File: config.mk
export PLATFORM = sky130hd
export DESIGN_NAME = vga_ctrl
export DESIGN_NICKNAME = d
export VERILOG_FILES = /design/src/rtl/vga_ctrl_pkg.sv /design/src/rtl/vga_ctrl_sig_delay.sv /design/src/rtl/vga_ctrl.sv
export SDC_FILE = /design/constraint.sdc
export NUM_CORES = 1
export LEC_CHECK = 0
export BUFFER_PORTS_ARGS = -buffer_cell sky130_fd_sc_hd__buf_2
export CORE_UTILIZATION = 54
export CTS_BUF_LIST = sky130_fd_sc_hd__clkbuf_8
export DETAILED_ROUTE_END_ITERATION = 16
export PLACE_DENSITY = 0.8
export REMOVE_ABC_BUFFERS = 1
export SYNTH_ARGS = -nofsm -noshare
export SYNTH_HDL_FRONTEND = slang
export SYNTH_SLANG_ARGS = --single-unit
File: constraint.sdc
create_clock -name clk -period 2.1 [get_ports clk]
set_input_delay 0.105 -clock clk [delete_from_list [all_inputs] [get_ports clk]]
set_output_delay 0.105 -clock clk [all_outputs]
set_load 0.01 [all_outputs]
File: src/rtl/vga_ctrl_pkg.sv
// Shared 800x600@72 timing constants and control-bundle types for the VGA
// controller and any scene logic that must agree on frame geometry.
package vga_ctrl_pkg;

   localparam int VGA_H_VISIBLE = 800;
   localparam int VGA_H_FRONT   = 56;
   localparam int VGA_H_SYNC    = 120;
   localparam int VGA_H_BACK    = 64;
   localparam int VGA_H_TOTAL   = VGA_H_VISIBLE + VGA_H_FRONT + VGA_H_SYNC + VGA_H_BACK;

   localparam int VGA_V_VISIBLE = 600;
   localparam int VGA_V_FRONT   = 37;
   localparam int VGA_V_SYNC    = 6;
   localparam int VGA_V_BACK    = 23;
   localparam int VGA_V_TOTAL   = VGA_V_VISIBLE + VGA_V_FRONT + VGA_V_SYNC + VGA_V_BACK;

   localparam logic VGA_HS_POL = 1'b1;
   localparam logic VGA_VS_POL = 1'b1;

   typedef struct packed {
      logic hs;
      logic vs;
      logic de;
      logic fs;
   } vga_ctl_t;

   function automatic logic in_win(input int val, input int lo, input int hi);
      return (val >= lo) && (val <= hi);
   endfunction

endpackage

File: src/rtl/vga_ctrl_sig_delay.sv
// Fixed-depth shift register with synchronous clear; DEPTH of 0 is a wire.
module sig_delay #(
   parameter int WIDTH = 1,
   parameter int DEPTH = 1
) (
   input  logic             clk,
   input  logic             rst,
   input  logic [WIDTH-1:0] din,
   output logic [WIDTH-1:0] dout
);

   generate
      if (DEPTH == 0) begin : g_wire
         assign dout = din;
      end else begin : g_pipe
         logic [WIDTH-1:0] stage [DEPTH];

         always_ff @(posedge clk) begin
            if (rst) begin
               for (int i = 0; i < DEPTH; i++) stage[i] <= '0;
            end else begin
               stage[0] <= din;
               for (int i = 1; i < DEPTH; i++) stage[i] <= stage[i-1];
            end
         end

         assign dout = stage[DEPTH-1];
      end
   endgenerate

endmodule

File: src/rtl/vga_ctrl.sv
// VGA timing generator: raster counters, fetch address, and sync/colour
// outputs aligned to a pixel source with RD_LATENCY clocks of read delay.
module vga_ctrl
   import vga_ctrl_pkg::*;
#(
   parameter int H_VISIBLE  = VGA_H_VISIBLE,
   parameter int H_FRONT    = VGA_H_FRONT,
   parameter int H_SYNC     = VGA_H_SYNC,
   parameter int H_BACK     = VGA_H_BACK,
   parameter int V_VISIBLE  = VGA_V_VISIBLE,
   parameter int V_FRONT    = VGA_V_FRONT,
   parameter int V_SYNC     = VGA_V_SYNC,
   parameter int V_BACK     = VGA_V_BACK,
   parameter int RD_LATENCY = 1
) (
   input  logic        clk,
   input  logic        rst,
   input  logic [11:0] pix_rgb,
   output logic [9:0]  col,
   output logic [9:0]  row,
   output logic        hs,
   output logic        vs,
   output logic [3:0]  r,
   output logic [3:0]  g,
   output logic [3:0]  b,
   output logic        frame_start
);

   localparam int H_TOTAL = H_VISIBLE + H_FRONT + H_SYNC + H_BACK;
   localparam int V_TOTAL = V_VISIBLE + V_FRONT + V_SYNC + V_BACK;
   localparam int HS_LO   = H_VISIBLE + H_FRONT;
   localparam int VS_LO   = V_VISIBLE + V_FRONT;

   logic [10:0] h_cnt;
   logic [9:0]  v_cnt;
   vga_ctl_t    ctl_p0;
   vga_ctl_t    ctl_p1;

   always_ff @(posedge clk) begin
      if (rst) begin
         h_cnt <= '0;
         v_cnt <= '0;
      end else if (h_cnt == 11'(H_TOTAL - 1)) begin
         h_cnt <= '0;
         v_cnt <= (v_cnt == 10'(V_TOTAL - 1)) ? '0 : v_cnt + 10'd1;
      end else begin
         h_cnt <= h_cnt + 11'd1;
      end
   end

   assign col = (h_cnt < 11'(H_VISIBLE)) ? h_cnt[9:0] : '0;
   assign row = (v_cnt < 10'(V_VISIBLE)) ? v_cnt : '0;

   // stage p0: raw controls decoded from the counters
   always_comb begin
      ctl_p0    = '0;
      ctl_p0.hs = in_win(int'(h_cnt), HS_LO, HS_LO + H_SYNC - 1) ? VGA_HS_POL : ~VGA_HS_POL;
      ctl_p0.vs = in_win(int'(v_cnt), VS_LO, VS_LO + V_SYNC - 1) ? VGA_VS_POL : ~VGA_VS_POL;
      ctl_p0.de = in_win(int'(h_cnt), 0, H_VISIBLE - 1) && in_win(int'(v_cnt), 0, V_VISIBLE - 1);
      ctl_p0.fs = (h_cnt == '0) && (v_cnt == '0);
   end

   // stage p1: controls line up with the pixel returned for the same address;
   // the output register below supplies the last of the RD_LATENCY+1 delays
   sig_delay #(
      .WIDTH ($bits(vga_ctl_t)),
      .DEPTH (RD_LATENCY)
   ) u_ctl_dly (
      .clk  (clk),
      .rst  (rst),
      .din  (ctl_p0),
      .dout (ctl_p1)
   );

   // stage p2: registered outputs, colour gated to black outside active video
   always_ff @(posedge clk) begin
      if (rst) begin
         hs          <= 1'b0;
         vs          <= 1'b0;
         frame_start <= 1'b0;
         {r, g, b}   <= '0;
      end else begin
         hs          <= ctl_p1.hs;
         vs          <= ctl_p1.vs;
         frame_start <= ctl_p1.fs;
         if (ctl_p1.de) {r, g, b} <= pix_rgb;
         else           {r, g, b} <= '0;
      end
   end

endmodule

======== After elaboration in Yosys (flattened, before gate mapping) ========
Memories as Yosys holds them, arrays and structs flattened.
Cells that the tools add are included.
word-level totals
  bits in registers ....................... 36
  output and inout bits ................... 35
  RAM bits ................................ 4
  input port bits ......................... 14
  memories ................................ 1
memory list
  memory                  words  width  read ports  clocked after Yosys merged registers in  wr ports  RTL line                  text
  u_ctl_dly.g_pipe.stage  1      4      1           0                                        1         vga_ctrl_sig_delay.sv:16  logic [WIDTH-1:0] stage [DEPTH];
cells by class
  bitwise gates (word level) .............. 1
  add/subtract/negate cells ............... 2
  magnitude comparators ................... 8
  mux-type cells .......................... 10
  equal/unequal tests ..................... 2
  reductions and logical operators ........ 9
operator list
  kind                     count
  $mux W10                 3
  $le A11 B10 Y1 const B   2
  $le A10 B10 Y1 const B   2
  $add A11 B1 Y11 const B  1
  $eq A11 B11 Y1 const B   1
  $ge A11 B10 Y1 const B   1
  $logic_not A11 Y1        1
  $lt A11 B10 Y1 const B   1
  $add A10 B1 Y10 const B  1
  $eq A10 B10 Y1 const B   1
  $ge A10 B10 Y1 const B   1
  $logic_not A10 Y1        1
  $lt A10 B10 Y1 const B   1
  $mux W1                  6
  $logic_and A1 B1 Y1      4
  $mux W4                  1
  $reduce_or A2 Y1         2
  $reduce_or A4 Y1         1
  $not A1 Y1               1

======== Depth between registers and ports, before layout ========
  word-level depth ........................ 4
  mapped depth ............................ 6
  gate-level depth less buffers ........... 6

======== Modules after synthesis ========
A second synthesis with hierarchy kept.
second synthesis, totals
  cells, all modules ...................... 210
  area total of the unflattened synthesis .. 1896.8 sq um
by module, submodules not included
  module     seq. area each (sq um)  area each (sq um)  instances  cells each
  vga_ctrl   720.7                   1791.7             1          202
  sig_delay  80.1                    105.1              1          8

======== Worst setup path after synthesis ========
OpenSTA, ideal clock, no wires.
  path type ............................... reg-to-reg
  from .................................... reg h_cnt[0]
  to ...................................... reg v_cnt[9]
  slack ................................... 281 ps
  cell stages (with the launch flop) ...... 7
  path buffers ............................ 1
  data arrival time ....................... 1749 ps
  library setup time ...................... 70 ps
  cell sequence ........................... dfxtp_1 -> ha_1 -> and4_1 -> nand3_1 -> buf_2 -> or4_1 -> a21oi_1
between the ends
  longest elaborated chain between the ends .. 1
RTL lines
  element                   RTL line        text
  start: declaration        vga_ctrl.sv:34  logic [10:0] h_cnt;
  start signal: assignment  vga_ctrl.sv:47  h_cnt <= h_cnt + 11'd1;
  $eq A11 B11 Y1            vga_ctrl.sv:43  end else if (h_cnt == 11'(H_TOTAL - 1)) begin
  end signal: assignment    vga_ctrl.sv:45  v_cnt <= (v_cnt == 10'(V_TOTAL - 1)) ? '0 : v_cnt + 10'd1;
  end: declaration          vga_ctrl.sv:35  logic [9:0] v_cnt;
Every way passes these cells.
A chain may end at the register's enable or synchronous reset.

======== Worst setup path in the final report ========
  from .................................... reg h_cnt[5]
  to ...................................... out col[0]
between the ends
  longest elaborated chain between the ends .. 2
RTL lines
  element           RTL line        text
  $lt A11 B10 Y1    vga_ctrl.sv:51  assign col = (h_cnt < 11'(H_VISIBLE)) ? h_cnt[9:0] : '0;
  $mux W10          vga_ctrl.sv:51
  end: declaration  vga_ctrl.sv:19  output logic [9:0] col,
Every way passes these cells.

==> reports/summary.txt <==
Max Transition Viols Final -> 0
reg2reg path depth -> 7
synth cell count leaders -> 40 x dfxtp_1, 32 x and2_1, 18 x nor2_1
Max VDD drop -> 0.000372 V
storage element area -> 801 µm²
Placement Cell Area -> 0.00209 mm²
Top delay family on crit path -> simple AND/OR/NAND/NOR gates
worst hold start -> pix_rgb[10]
placement row count -> 20
Worst slew margin -> 0.634
Reg-to-Reg End -> v_cnt[5]
CP endpoint kind -> primary output
IO Pins -> 49
clock root cell -> clkbuf_8
Syn Area/Cell -> 9.01 µm²
setup violators final -> 0
layout cells sized above 1 -> 0.274
Layout area overhead -> 21.9%
TritonCTS Buffers -> 5
clk sinks -> 40
WL met1 -> 1750 µm
clk slew on worst S/H paths -> 0.08 ns
Die ar. -> 0.00364 mm²
DR WL met3 -> 168 µm
Period minus WS final -> 1.99 ns
Hold Path Class -> in -> reg
Slew @ Worst Pin -> 0.548 ns
Synth Cell Area -> 0.00184 mm²
Crit Path Category -> reg -> out
drt pass-1 iters -> 5
Die X -> 60.3 µm
leak pwr -> 1.01 nW
htree depth -> 2
crit path max fanout -> 10
area of the multi-input gates -> 982 µm²
Tcrit/Tclk final -> 0.946
initial antenna violation count -> 0
RePlAce Congestion -> 0.895
largest net degree at the start of global routing -> 15
via count -> 1560
status -> finished clean
CORE AREA -> 0.00315 mm²
hold-critical path depth -> 2
All-Layer GR Usage -> 0.221
worst r2r src -> h_cnt[0]
max-cap viol count -> 0
clock skew -> 0.00542 ns
total power -> 1.50 mW
synth top area cells -> dfxtp_1 44%, and2_1 11%, ha_1 4.1%, nor2_1 3.7%, xnor2_1 3.3%
sequential fraction of the synthesis area -> 0.436
vias in the first global route -> 1286
starting density of the core -> 0.583
most instantiated library cell after synthesis -> dfxtp_1
first-pass GRT wire length -> 5890 µm
Distinct cells, synth -> 41
post-route cell area -> 0.00224 mm²
top cell type's share of synthesized area -> 0.436
CP Data Required Time -> 2.00 ns
gr ovfl total -> 0
drt via density -> 5.27
CTS tree -> built
port bufs -> 48
DR WL/cell -> 12.9 µm
Max Used Layer -> met4
post-layout util -> 0.711
startpoint types -> register
met2 routed WL -> 1870 µm
Bufs on Longest Clock Path -> 2
iteration-0 DRC count of the detailed router -> 64
CP arrival -> 1.88 ns
post-synthesis cell count -> 204
Filler cells -> 241
antenna cells -> 0
final WL -> 3800 µm
Most used DFF post-synth -> dfxtp_1
max incr delay on CP -> 0.48 ns
die height -> 60.3 µm
Hold Crit Endpoint -> r[2]
#FFs+latches synth -> 40
total power per unit cell area -> 669 mW/mm²
Clk Latency, worst-skew pair -> 0.29 ns
number of remaining DRC errors -> 0
f_max -> 0.503 GHz
ANT nets after route -> 0
critical-path cell list -> or3_1 > a31oi_2 > and2_1 > buf_2
largest area contributor in the netlist -> dfxtp_1
slowest CP cell -> or3_1
Post-synth EDFFs -> 0
Reg2Reg Setup Slack -> 0.13 ns
Ys Warns -> 0
DP Wirelength -> 2750 µm
FFs w/ async S/R, synth -> 0
number of failing hold endpoints at the final stage -> 0
setup TNS -> 0 ns
fin nets -> 271
Buf/Inv on CP -> 1
[worst register-to-register path, cell delays in order (launching register included)]
cell,delay (ns)
dfxtp_1,0.39
ha_2,0.25
and4_1,0.24
nand3_2,0.15
buf_4,0.21
o41ai_4,0.36
buf_4,0.21
a21oi_1,0.05
[worst max path at each step]
stage	slack [ns]	cells past startpoint	endpoint	startpoint
2_1_floorplan	0.26	5	v_cnt[9]	h_cnt[0]
3_3_place_gp	0.23	6	v_cnt[2]	h_cnt[0]
3_5_place_dp	0.13	6	v_cnt[3]	h_cnt[0]
4_1_cts	0.007	4	col[0]	h_cnt[7]
5_1_grt	-0.02	4	col[0]	h_cnt[5]
6_report	0.11	4	col[0]	h_cnt[5]
[flip-flops by register name (all words and copies together), names as in the netlist]
signal,count
vs,1
frame_start,1
r,4
b,4
hs,1
u_ctl_dly.g_pipe.stage,4
h_cnt,11
v_cnt,10
g,4
[layout by cell type, fill, tap and decap left out, drive strengths merged, types with 6 or more instances in the layout]
cell,count
nand2,11
buf,50
dfxtp,40
nor3,6
nor2,18
xnor2,7
ha,6
and2,32
nand3,6
nor2b,6
inv,7
a21oi,6
[cell families after synthesis]
family,Yosys count,synth area share
AOI/OAI and AO/OA,22,0.0926
xor gates and xnor gates,12,0.0572
DFF,40,0.436
adders and majority gates,6,0.0408
and+or+nand+nor,106,0.331
buffers and inverters,17,0.0374
muxes,1,0.00545
[layout make-up]
class                   instances  share of cell area
inverters                       6              0.0101
well taps                      44              0.0246
clock buffers                   5              0.0307
clock inverters                 3              0.0207
multi-input cells             147               0.438
flip-flops and latches         40               0.357
repair buffers                 51               0.118
[metal layers]
| metal | global-route usage | vias up |
|---|---|---|
| met1 | 0.276 | 717 |
| met5 | 0 | - |
| met3 | 0.0576 | 4 |
| met4 | 0.0598 | 0 |
| met2 | 0.375 | 50 |
| li1 | - | 789 |
[report_power, final]
part	total, mW	switching, mW	internal (mW)
Combinational	0.0793	0.0394	0.0399
Clock	0.636	0.278	0.358
Sequential	0.784	0.00823	0.776
[per-stage QoR]
stage | hold slack [ns] | worst slack [ns] | instances
after floorplan | 0.174 | 0.259 | 193
after global placement | 0.304 | 0.228 | 286
after detailed placement | 0.307 | 0.128 | 286
after CTS | 0.00484 | 0.00653 | 295
after global routing | 0.00196 | -0.0232 | 296
final | 0.0125 | 0.113 | 296
[what timing repair did]
item | 4_1_cts | 5_1_grt
setup buffers | 0 | 1
hold buffers | 1 | 0
endpoints found under the hold margin | 1 | 0
resized for setup | 0 | 3
setup endpoints to repair | 0 | 18
Note: power is estimated with default switching activity, not from simulation.
